===== src/rtl/traffic_pkg.sv =====
// traffic_pkg: constants shared by the traffic generator, player control and renderer.
// Lane geometry, per-lane motion constants and the default move-interval timing.
package traffic_pkg;

    // Display and car geometry
    localparam int H_DISPLAY = 640;
    localparam int CAR_WIDTH = 32;
    localparam int CAR_Y1    = 96;
    localparam int CAR_Y2    = 160;
    localparam int CAR_Y3    = 224;
    localparam int CAR_Y4    = 288;
    localparam int CAR_Y5    = 352;
    localparam int CAR_Y6    = 416;

    localparam int NUM_LANES = 6;

    typedef enum logic {
        DIR_RIGHT = 1'b0,
        DIR_LEFT  = 1'b1
    } lane_dir_e;

    // Per-lane seed position, pixels moved per interval and direction
    localparam logic [9:0] LANE_INIT_X [NUM_LANES] = '{10'd0, 10'd320, 10'd96, 10'd480, 10'd192, 10'd560};
    localparam int         LANE_STEP   [NUM_LANES] = '{2, 3, 4, 2, 3, 4};
    localparam lane_dir_e  LANE_DIR    [NUM_LANES] = '{DIR_RIGHT, DIR_LEFT, DIR_RIGHT,
                                                       DIR_LEFT,  DIR_RIGHT, DIR_LEFT};

    // Default timing, in clock cycles
    localparam int unsigned DEF_BASE_PERIOD = 32'd2_000_000;
    localparam int unsigned DEF_LEVEL_STEP  = 32'd150_000;
    localparam int unsigned DEF_MIN_PERIOD  = 32'd400_000;

endpackage


===== src/rtl/traffic_if.sv =====
// traffic_if: control inputs and car positions of the traffic generator.
// master = the controlling side, slave = traffic_generator itself.
interface traffic_if;
    logic [3:0] LEVEL;
    logic       PAUSE;
    logic       RESTART;
    logic [9:0] car_x1;
    logic [9:0] car_x2;
    logic [9:0] car_x3;
    logic [9:0] car_x4;
    logic [9:0] car_x5;
    logic [9:0] car_x6;

    modport master (
        output LEVEL, PAUSE, RESTART,
        input  car_x1, car_x2, car_x3, car_x4, car_x5, car_x6
    );

    modport slave (
        input  LEVEL, PAUSE, RESTART,
        output car_x1, car_x2, car_x3, car_x4, car_x5, car_x6
    );
endinterface


===== src/rtl/lane_mover.sv =====
// lane_mover: one road lane -- interval counter, wrap arithmetic and the
// registered left-edge x position. Priority: restart > pause > counting.
module lane_mover
    import traffic_pkg::*;
#(
    parameter logic [9:0] INIT_X = 10'd0,
    parameter int         STEP   = 1,
    parameter lane_dir_e  DIR    = DIR_RIGHT
) (
    input  logic        CLK,
    input  logic        RST_N,
    input  logic        restart,
    input  logic        pause,
    input  logic [31:0] period,
    output logic        wrap,
    output logic [9:0]  pos
);

    localparam logic [10:0] H_W    = 11'(H_DISPLAY);
    localparam logic [10:0] STEP_W = 11'(STEP);

    logic [31:0] cnt;

    // One extra bit keeps x+step from overflowing before the modulo fold.
    function automatic logic [9:0] next_x(input logic [9:0] x);
        logic [10:0] xw;
        xw = {1'b0, x};
        if (DIR == DIR_RIGHT)
            return 10'((xw + STEP_W >= H_W) ? (xw + STEP_W - H_W) : (xw + STEP_W));
        else
            return 10'((xw < STEP_W) ? (xw + H_W - STEP_W) : (xw - STEP_W));
    endfunction

    assign wrap = (cnt == period - 32'd1);

    // Interval counter and position register; the lane moves on the wrap cycle.
    always_ff @(posedge CLK or negedge RST_N) begin
        if (!RST_N) begin
            cnt <= '0;
            pos <= INIT_X;
        end else if (restart) begin
            cnt <= '0;
            pos <= INIT_X;
        end else if (!pause) begin
            if (wrap) begin
                cnt <= '0;
                pos <= next_x(pos);
            end else begin
                cnt <= cnt + 32'd1;
            end
        end
    end

endmodule


===== src/rtl/traffic_generator.sv =====
// traffic_generator: six independently stepping road cars sharing one latched
// move period. Optional macro TRAFFIC_LEVEL_EN ties the period to LEVEL; without
// it the period is fixed at BASE_PERIOD and LEVEL is ignored.
module traffic_generator
    import traffic_pkg::*;
#(
    parameter int unsigned BASE_PERIOD = DEF_BASE_PERIOD,
    parameter int unsigned LEVEL_STEP  = DEF_LEVEL_STEP,
    parameter int unsigned MIN_PERIOD  = DEF_MIN_PERIOD
) (
    input  logic     CLK,
    input  logic     RST_N,
    traffic_if.slave bus
);

    logic [31:0] period_q;
    logic [31:0] p_new;
    logic [5:0]  lane_wrap;
    logic [9:0]  lane_pos [NUM_LANES];

`ifdef TRAFFIC_LEVEL_EN
    // Unsigned throughout: the clamp is decided before subtracting, so the
    // subtraction can never go negative.
    function automatic logic [31:0] calc_period(input logic [3:0] lvl);
        logic [31:0] dec;
        dec = 32'(lvl) * 32'(LEVEL_STEP);
        if (dec >= 32'(BASE_PERIOD) - 32'(MIN_PERIOD))
            return 32'(MIN_PERIOD);
        return 32'(BASE_PERIOD) - dec;
    endfunction

    assign p_new = calc_period(bus.LEVEL);
`else
    logic [31:0] unused_cfg;
    assign unused_cfg = {28'd0, bus.LEVEL} ^ 32'(LEVEL_STEP) ^ 32'(MIN_PERIOD);
    assign p_new      = 32'(BASE_PERIOD);
`endif

    // Period changes only at a lane 1 interval boundary (or restart), so an
    // interval already in progress always runs its full length.
    always_ff @(posedge CLK or negedge RST_N) begin
        if (!RST_N)
            period_q <= 32'(BASE_PERIOD);
        else if (bus.RESTART)
            period_q <= p_new;
        else if (!bus.PAUSE && lane_wrap[0])
            period_q <= p_new;
    end

    for (genvar i = 0; i < NUM_LANES; i++) begin : g_lane
        lane_mover #(
            .INIT_X (LANE_INIT_X[i]),
            .STEP   (LANE_STEP[i]),
            .DIR    (LANE_DIR[i])
        ) u_lane (
            .CLK     (CLK),
            .RST_N   (RST_N),
            .restart (bus.RESTART),
            .pause   (bus.PAUSE),
            .period  (period_q),
            .wrap    (lane_wrap[i]),
            .pos     (lane_pos[i])
        );
    end

    // All lanes share period_q and counter phase, so only lane 1 paces the latch.
    logic unused_wrap;
    assign unused_wrap = ^lane_wrap[5:1];

    assign bus.car_x1 = lane_pos[0];
    assign bus.car_x2 = lane_pos[1];
    assign bus.car_x3 = lane_pos[2];
    assign bus.car_x4 = lane_pos[3];
    assign bus.car_x5 = lane_pos[4];
    assign bus.car_x6 = lane_pos[5];

endmodule


===== src/flat_wrapper.sv =====
// flat-port wrapper written by rule: the top's interface ports become plain ports
module traffic_generator_flat import traffic_pkg::*;
#(
    parameter int unsigned BASE_PERIOD = DEF_BASE_PERIOD,
    parameter int unsigned LEVEL_STEP  = DEF_LEVEL_STEP,
    parameter int unsigned MIN_PERIOD  = DEF_MIN_PERIOD
)
  (CLK, RST_N, bus_LEVEL, bus_PAUSE, bus_RESTART, bus_car_x1, bus_car_x2, bus_car_x3, bus_car_x4, bus_car_x5, bus_car_x6);
  traffic_if bus_i ();
  input  logic CLK;
  input  logic RST_N;
  input wire logic [$bits(bus_i.LEVEL)-1:0] bus_LEVEL;
  input wire logic [$bits(bus_i.PAUSE)-1:0] bus_PAUSE;
  input wire logic [$bits(bus_i.RESTART)-1:0] bus_RESTART;
  output wire logic [$bits(bus_i.car_x1)-1:0] bus_car_x1;
  output wire logic [$bits(bus_i.car_x2)-1:0] bus_car_x2;
  output wire logic [$bits(bus_i.car_x3)-1:0] bus_car_x3;
  output wire logic [$bits(bus_i.car_x4)-1:0] bus_car_x4;
  output wire logic [$bits(bus_i.car_x5)-1:0] bus_car_x5;
  output wire logic [$bits(bus_i.car_x6)-1:0] bus_car_x6;
  assign bus_i.LEVEL = bus_LEVEL;
  assign bus_i.PAUSE = bus_PAUSE;
  assign bus_i.RESTART = bus_RESTART;
  assign bus_car_x1 = bus_i.car_x1;
  assign bus_car_x2 = bus_i.car_x2;
  assign bus_car_x3 = bus_i.car_x3;
  assign bus_car_x4 = bus_i.car_x4;
  assign bus_car_x5 = bus_i.car_x5;
  assign bus_car_x6 = bus_i.car_x6;
  traffic_generator #(.BASE_PERIOD(BASE_PERIOD), .LEVEL_STEP(LEVEL_STEP), .MIN_PERIOD(MIN_PERIOD)) u_core (.CLK(CLK), .RST_N(RST_N), .bus(bus_i));
endmodule

===== config.mk =====
export PLATFORM = sky130hd
export DESIGN_NAME = traffic_generator_flat
export DESIGN_NICKNAME = d
export VERILOG_FILES = /design/src/rtl/traffic_pkg.sv /design/src/rtl/traffic_if.sv /design/src/rtl/lane_mover.sv /design/src/rtl/traffic_generator.sv /design/src/flat_wrapper.sv
export SDC_FILE = /design/constraint.sdc
export NUM_CORES = 1
export LEC_CHECK = 0
export ABC_AREA = 1
export BUFFER_PORTS_ARGS = -buffer_cell sky130_fd_sc_hd__buf_2
export CAP_MARGIN = 0
export CORE_UTILIZATION = 55
export CTS_CLUSTER_SIZE = 10
export DETAILED_ROUTE_END_ITERATION = 7
export GPL_TIMING_DRIVEN = 0
export PLACE_DENSITY = 0.72
export SYNTH_ARGS = -nofsm -noshare
export SYNTH_HDL_FRONTEND = slang
export SYNTH_SLANG_ARGS = --single-unit

===== constraint.sdc =====
create_clock -name CLK -period 2.53 [get_ports CLK]
set_input_delay 0.6325 -clock CLK [delete_from_list [all_inputs] [get_ports CLK]]
set_output_delay 0.6325 -clock CLK [all_outputs]
set_load 0.05 [all_outputs]

== Word level (Yosys, flattened, before mapping) ==
Cells that the tools add are included.
W data, S select, Z words.
Storage, ports and cells
  register bits after elaboration: 284
  input port bits: 8
  output and inout port bits: 60
  word-level logic and storage cells: 107
Operators by class
  add/sub/neg operators: 22
  $lt $le $gt $ge: 6
  equality and inequality tests: 7
  multiplexer cells: 44
  reduce and logical (&&, ||, !) cells: 15
Operator list (count)
  $mux W32: 20
  $mux W10: 24
  $add A32 B1 Y32 const B: 6
  $eq A32 B32 Y1: 6
  $sub A10 B2 Y10 const B: 4
  $ge A11 B10 Y1 const B: 3
  $sub A32 B1 Y32 const B: 1
  $add A10 B10 Y10 const B: 3
  $sub A10 B10 Y10 const B: 3
  $add A10 B2 Y11 const B: 2
  $lt A10 B2 Y1 const B: 2
  $sub A10 B3 Y10 const B: 2
  $reduce_bool A2 Y1: 7
  $reduce_and A2 Y1: 6
  $add A10 B3 Y11 const B: 1
  $lt A10 B3 Y1 const B: 1
  $ne A2 B1 Y1 const B: 1
  $logic_and A1 B1 Y1: 1
  $logic_not A1 Y1: 1

== Logic depth before layout (Yosys ltp) ==
  depth after elaboration: 6
  mapped depth: 14
  mapped depth without buffers: 14

== Hierarchy ==
A second synthesis with hierarchy kept.
Second synthesis, totals
  cell total of the unflattened synthesis: 3927
  area total of the unflattened synthesis: 24504.8 µm²
Modules (own cells, without submodules)
  lane_mover (u_core.g_lane[4].u_lane): instances 1, cells an instance 713, area each 4276.6 µm², sequential area each 1053.5 µm²
  lane_mover (u_core.g_lane[3].u_lane): instances 1, cells an instance 664, area each 4147.7 µm², sequential area each 1031.0 µm²
  lane_mover (u_core.g_lane[0].u_lane): instances 1, cells an instance 666, area each 4103.9 µm², sequential area each 1026.0 µm²
  lane_mover (u_core.g_lane[2].u_lane): instances 1, cells an instance 625, area each 4028.9 µm², sequential area each 1003.5 µm²
  lane_mover (u_core.g_lane[5].u_lane): instances 1, cells an instance 630, area each 3971.3 µm², sequential area each 1004.7 µm²
  lane_mover (u_core.g_lane[1].u_lane): instances 1, cells an instance 627, area each 3968.8 µm², sequential area each 1053.5 µm²
  traffic_generator: instances 1, cells an instance 2, area each 7.5 µm², sequential area each 0.0 µm²

== Worst setup path after synthesis ==
OpenSTA, ideal clock, no wires.
  path kind: register to register
  start point: reg u_core.g_lane[4].u_lane.pos[1]
  end point: reg u_core.g_lane[4].u_lane.pos[8]
  setup time: 0.118 ns
  data arrival time: 2.143 ns
  data required time: 2.412 ns
  path slack: 0.268 ns
  stages on the path, launching flop included: 15
  buffers on the path: 0
  period minus slack after synthesis: 2.262 ns
  path through: dfrtp_1 -> inv_1 -> ha_1 -> nor2_2 -> nand2_1 -> nand2_1 -> nand2_1 -> ha_1 -> nand3b_1 -> o21ai_0 -> inv_1 -> nand2_1 -> nand2_1 -> nand3_1 -> nand2_1
On the way
  word-level cells in the longest chain between the ends: 6
  elaborated cells on any way between the ends: 7
  classes of those cells: 2 x add/sub; 1 x order compare; 4 x mux
RTL lines
  start: declaration: line lane_mover.sv:16  | output logic [9:0] pos
  start signal: assignment: line lane_mover.sv:47  | pos <= next_x(pos);
  $add A10 B2 Y11 (*): line lane_mover.sv:29  | return 10'((xw + STEP_W >= H_W) ? (xw + STEP_W - H_W) : (xw + STEP_W));
  $sub A10 B10 Y10 or $ge A11 B10 Y1 (tied branches): line lane_mover.sv:29
  $mux W10 (*): line lane_mover.sv:29
  $mux W10 (*): line lane_mover.sv:45  | if (wrap) begin
  $mux W10 (*): line lane_mover.sv:44  | end else if (!pause) begin
  $mux W10 (*): line lane_mover.sv:41  | end else if (restart) begin
Every way passes the cells marked *; elsewhere a longest branch is shown, timed or not. The select of a mux whose other input is x is not followed.
A chain may end at the register's enable or synchronous reset.

== Final worst setup path ==
  start point: reg u_core.g_lane[4].u_lane.pos[0]
  end point: reg u_core.g_lane[4].u_lane.pos[8]
Same word-level chain as after synthesis.

==> impl_metrics.csv <==
group,metric,value,unit
timing,hold_viol,0,
place,dpl.hpwl,29800,um
global_routing,grt_pass1_wl,67400,um
pwr,p_leak,0.00786,uW
pwr,ir_worst_vdd,514,uV
yosys,synth_top_cell_by_area,"dfrtp_1",
route,drc_errors,0,
timing,fin_skew,0.0124,ns
worst_setup_path,end_kind,"flop",
route,wire_per_inst,15.2,um
floorplanning,start_util,56.1,%
worst_setup_path,worstSetupPathDepth,14,
yosys,synth.area.top_cells,"dfrtp_1 (37%), nand2_1 (13%), nor2_1 (7.7%), inv_1 (6.3%), nand3_1 (5.0%)",
worst_setup_path,cp-startpoint,"u_core.g_lane[4].u_lane.pos[0]",
clock_tree,clk_pin_slew_worst_paths,0.06,ns
timing,period_share,86.5,%
timing,slew_violations,0,
worst_setup_path,crit_family,"simple AND/OR/NAND/NOR gates",
timing,max_freq,457,MHz
worst_setup_path,cp_data_arrival_time,2.63,ns
timing,min_period,2.19,ns
route,totalWireLength,41000,um
global_routing,grt_usage,28.6,%
yosys,netlist_area,15600,sq um
worst_setup_path,cp-endpoint,"u_core.g_lane[4].u_lane.pos[8]",
run_status,status,"completed",
global_routing,grt_overflow_total,0,
worst_setup_path,start_kind,"flop",
worst_setup_path,ff2ff_path_depth,14,
worst_setup_path,worstReg2RegEnd,"u_core.g_lane[4].u_lane.pos[8]",
pwr,cellPowerDensity,554,nW/um^2
route,drt_iter0_markers,1050,
worst_setup_path,r2r_slack,0.34,ns
yosys,synthCells,2202,
route,drt_first_pass_iters,6,
clock_tree,cts_sinks,246,
timing,finalSetupViolations,0,
yosys,yosysUniqueCellTypes,54,
route,vias,14772,
clock_tree,clkLatencyLatePin,0.55,ns
worst_setup_path,path_class,"flop to flop",
place,numPortBuffers,56,
worst_hold_path,worstHoldPathType,"input pin to flop",
finish,layoutNonFillerInstCount,2700,
finish,fin_nets,2323,
finish,n_antenna_cell,0,
floorplanning,die_w,170,um
place,placedCellCount,2643,
yosys,syn_area_per_cell,7.09,sq um
place,gp_congestion,0.948,
global_routing,grt_pass1_vias,13752,
global_routing,antenna_found_initial,0,
worst_setup_path,crit_buf_inv,2,
yosys,synth_most_common_cell,"nand2_1",
finish,drive_above_1_share,10.2,%
worst_setup_path,crit_chain,"inv_1 > ha_1 > nor2_2 > nand2_1 > nand2_1 > nand2_1 > ha_1 > nand3b_1 > o21ai_0 > inv_1 > nand2_1 > nand2_1 > nand3_1 > nand2_1",
worst_setup_path,path_common_cell,"nand2_1",
yosys,netlist.area_leader.share,37.3,%
worst_setup_path,worstPathRequired,2.97,ns
clock_tree,ctsResizeCount,0,
yosys,yosys_warnings,0,
timing,grt_setup_unrepaired,"false",
timing,tightest_slew,0.879,ns
yosys,synth_edf_count,0,
worst_setup_path,cp_max_fo,6,
floorplanning,die_h,170,um
route,ant_nets,0,
floorplanning,rows,61,
global_routing,grt_max_degree,116,
timing,relSlewSlack,41.4,%
worst_setup_path,slowest_delay,0.42,ns
yosys,ys.flop_type,"dfrtp_1",
finish,area_growth,11.4,%
yosys,synth-seq-cells,246,
job,maxCapViolations,0,
route,via_per_inst,5.47,
clock_tree,root_buffer,"clkbuf_16",
worst_setup_path,reg2reg_from,"u_core.g_lane[4].u_lane.pos[0]",
timing,fin_setup_tns,0,ns
clock_tree,cts_buffers,30,
clock_tree,cts_tree,"built",
yosys,async_flop_share,100,%
yosys,synth_common_cells,"nand2_1 (544), nor2_1 (319), inv_1 (263)",
worst_setup_path,cp_slowest_cell,"dfrtp_1",
floorplanning,core_area,27900,sq um
clock_tree,htreeDepth,1,
floorplanning,die-area,29100,sq um
clock_tree,cts_buffer_depth,3,
floorplanning,ioPinCount,68,
yosys,synth-seq-area-share,39.5,%
## layer usage
metal  global-route usage, %  up-vias  routed length (um)
li1                        -     7354                   -
met1                    38.4     6947               18600
met2                    48.2      390               19200
met3                    3.38       81                2100
met4                    9.52        0                1160
met5                       0        -                   0
## worst min path at each step
stage	start	endpoint	slack (ns)	depth (start not counted)
floorplan	RST_N	u_core.g_lane[0].u_lane.cnt[0]	0.34	0
global placement	u_core.g_lane[5].u_lane.pos[9]	u_core.g_lane[5].u_lane.pos[9]	0.47	2
detailed placement	u_core.g_lane[5].u_lane.pos[9]	u_core.g_lane[5].u_lane.pos[9]	0.48	2
CTS	bus_PAUSE	u_core.g_lane[3].u_lane.cnt[16]	0.38	2
global route	bus_PAUSE	u_core.g_lane[3].u_lane.cnt[16]	0.38	2
finish	bus_PAUSE	u_core.g_lane[3].u_lane.cnt[16]	0.41	2
## worst register-to-register path: cells and delay by family (launching register included)
family / cells / cell delay (ns)
simple gates: 9 / 0.88
fa+ha+maj: 2 / 0.47
flops: 1 / 0.42
buf+inv: 2 / 0.19
compound gates: 1 / 0.13
## final cells by class
cell class	instances	area (sq um)
tap	378	473
clock buffer	54	902
multi-input combinational	1634	8110
fill	2606	10500
clock inverter	2	35.0
inverter	276	1040
timing repair buffer	59	355
buffer	51	314
sequential	246	6170
## cells by family (layout without fill, tap and decap cells)
family / Yosys count / after routing / share of synthesized area [%]
AOI/OAI and AO/OA: 203 / 203 / 7.09
and+or+nand+nor: 1321 / 1321 / 38.4
xor gates and xnor gates: 87 / 87 / 4.88
adders and majority gates: 17 / 17 / 1.36
DFF: 246 / 246 / 39.5
buffers and inverters: 327 / 442 / 8.67
other: 1 / 6 / 0.0240
## where the power goes
| part | switching, uW | internal (uW) | total [uW] | leakage [uW] |
|---|---|---|---|---|
| clock network | 1650 | 2480 | 4130 | 0.000451 |
| logic | 923 | 334 | 1260 | 0.00404 |
| registers | 152 | 4090 | 4240 | 0.00337 |
## timing repair
action	4_1_cts	5_1_grt
hold endpoints to repair	11	0
setup buffers	0	0
hold buffers	1	0
## metrics by stage
| step | power (uW) | hold slack, ns | worst slack (ns) | util, % | instance area [sq um] |
|---|---|---|---|---|---|
| after CTS | 9720 | 0.380 | 0.357 | 62.5 | 17400 |
| final | 9630 | 0.407 | 0.342 | 62.5 | 17400 |
| after global routing | 10000 | 0.382 | 0.119 | 62.5 | 17400 |
| after global placement | 5530 | 0.474 | -3.73 | 58.8 | 16400 |
| after detailed placement | 5570 | 0.476 | 0.0184 | 59.1 | 16500 |
| after floorplan | 5180 | 0.337 | 0.268 | - | 15600 |
## cells in the final DEF, fill, tap and decap left out, drive strengths merged, types with 4 or more instances in the layout
cell and instances:
o22ai 10, and3 4, a21oi 45, clkbuf 61, ha 17, inv 275, nand2 555, nor2 343
or2 8, xor2 75, dfrtp 233, nand3 161, o21ai 124, nor3b 8, a31oi 7, nand4 99
nor4 16, o31ai 5, xnor2 12, nand3b 7, buf 102, dfstp 13, nor3 118, conb 6
## state kept, by name (all words and copies together), names as in the netlist
signal	cells
u_core.g_lane.u_lane.cnt	192
u_core.g_lane.u_lane.pos	54
No activity file was read; power rests on OpenSTA's default activity.
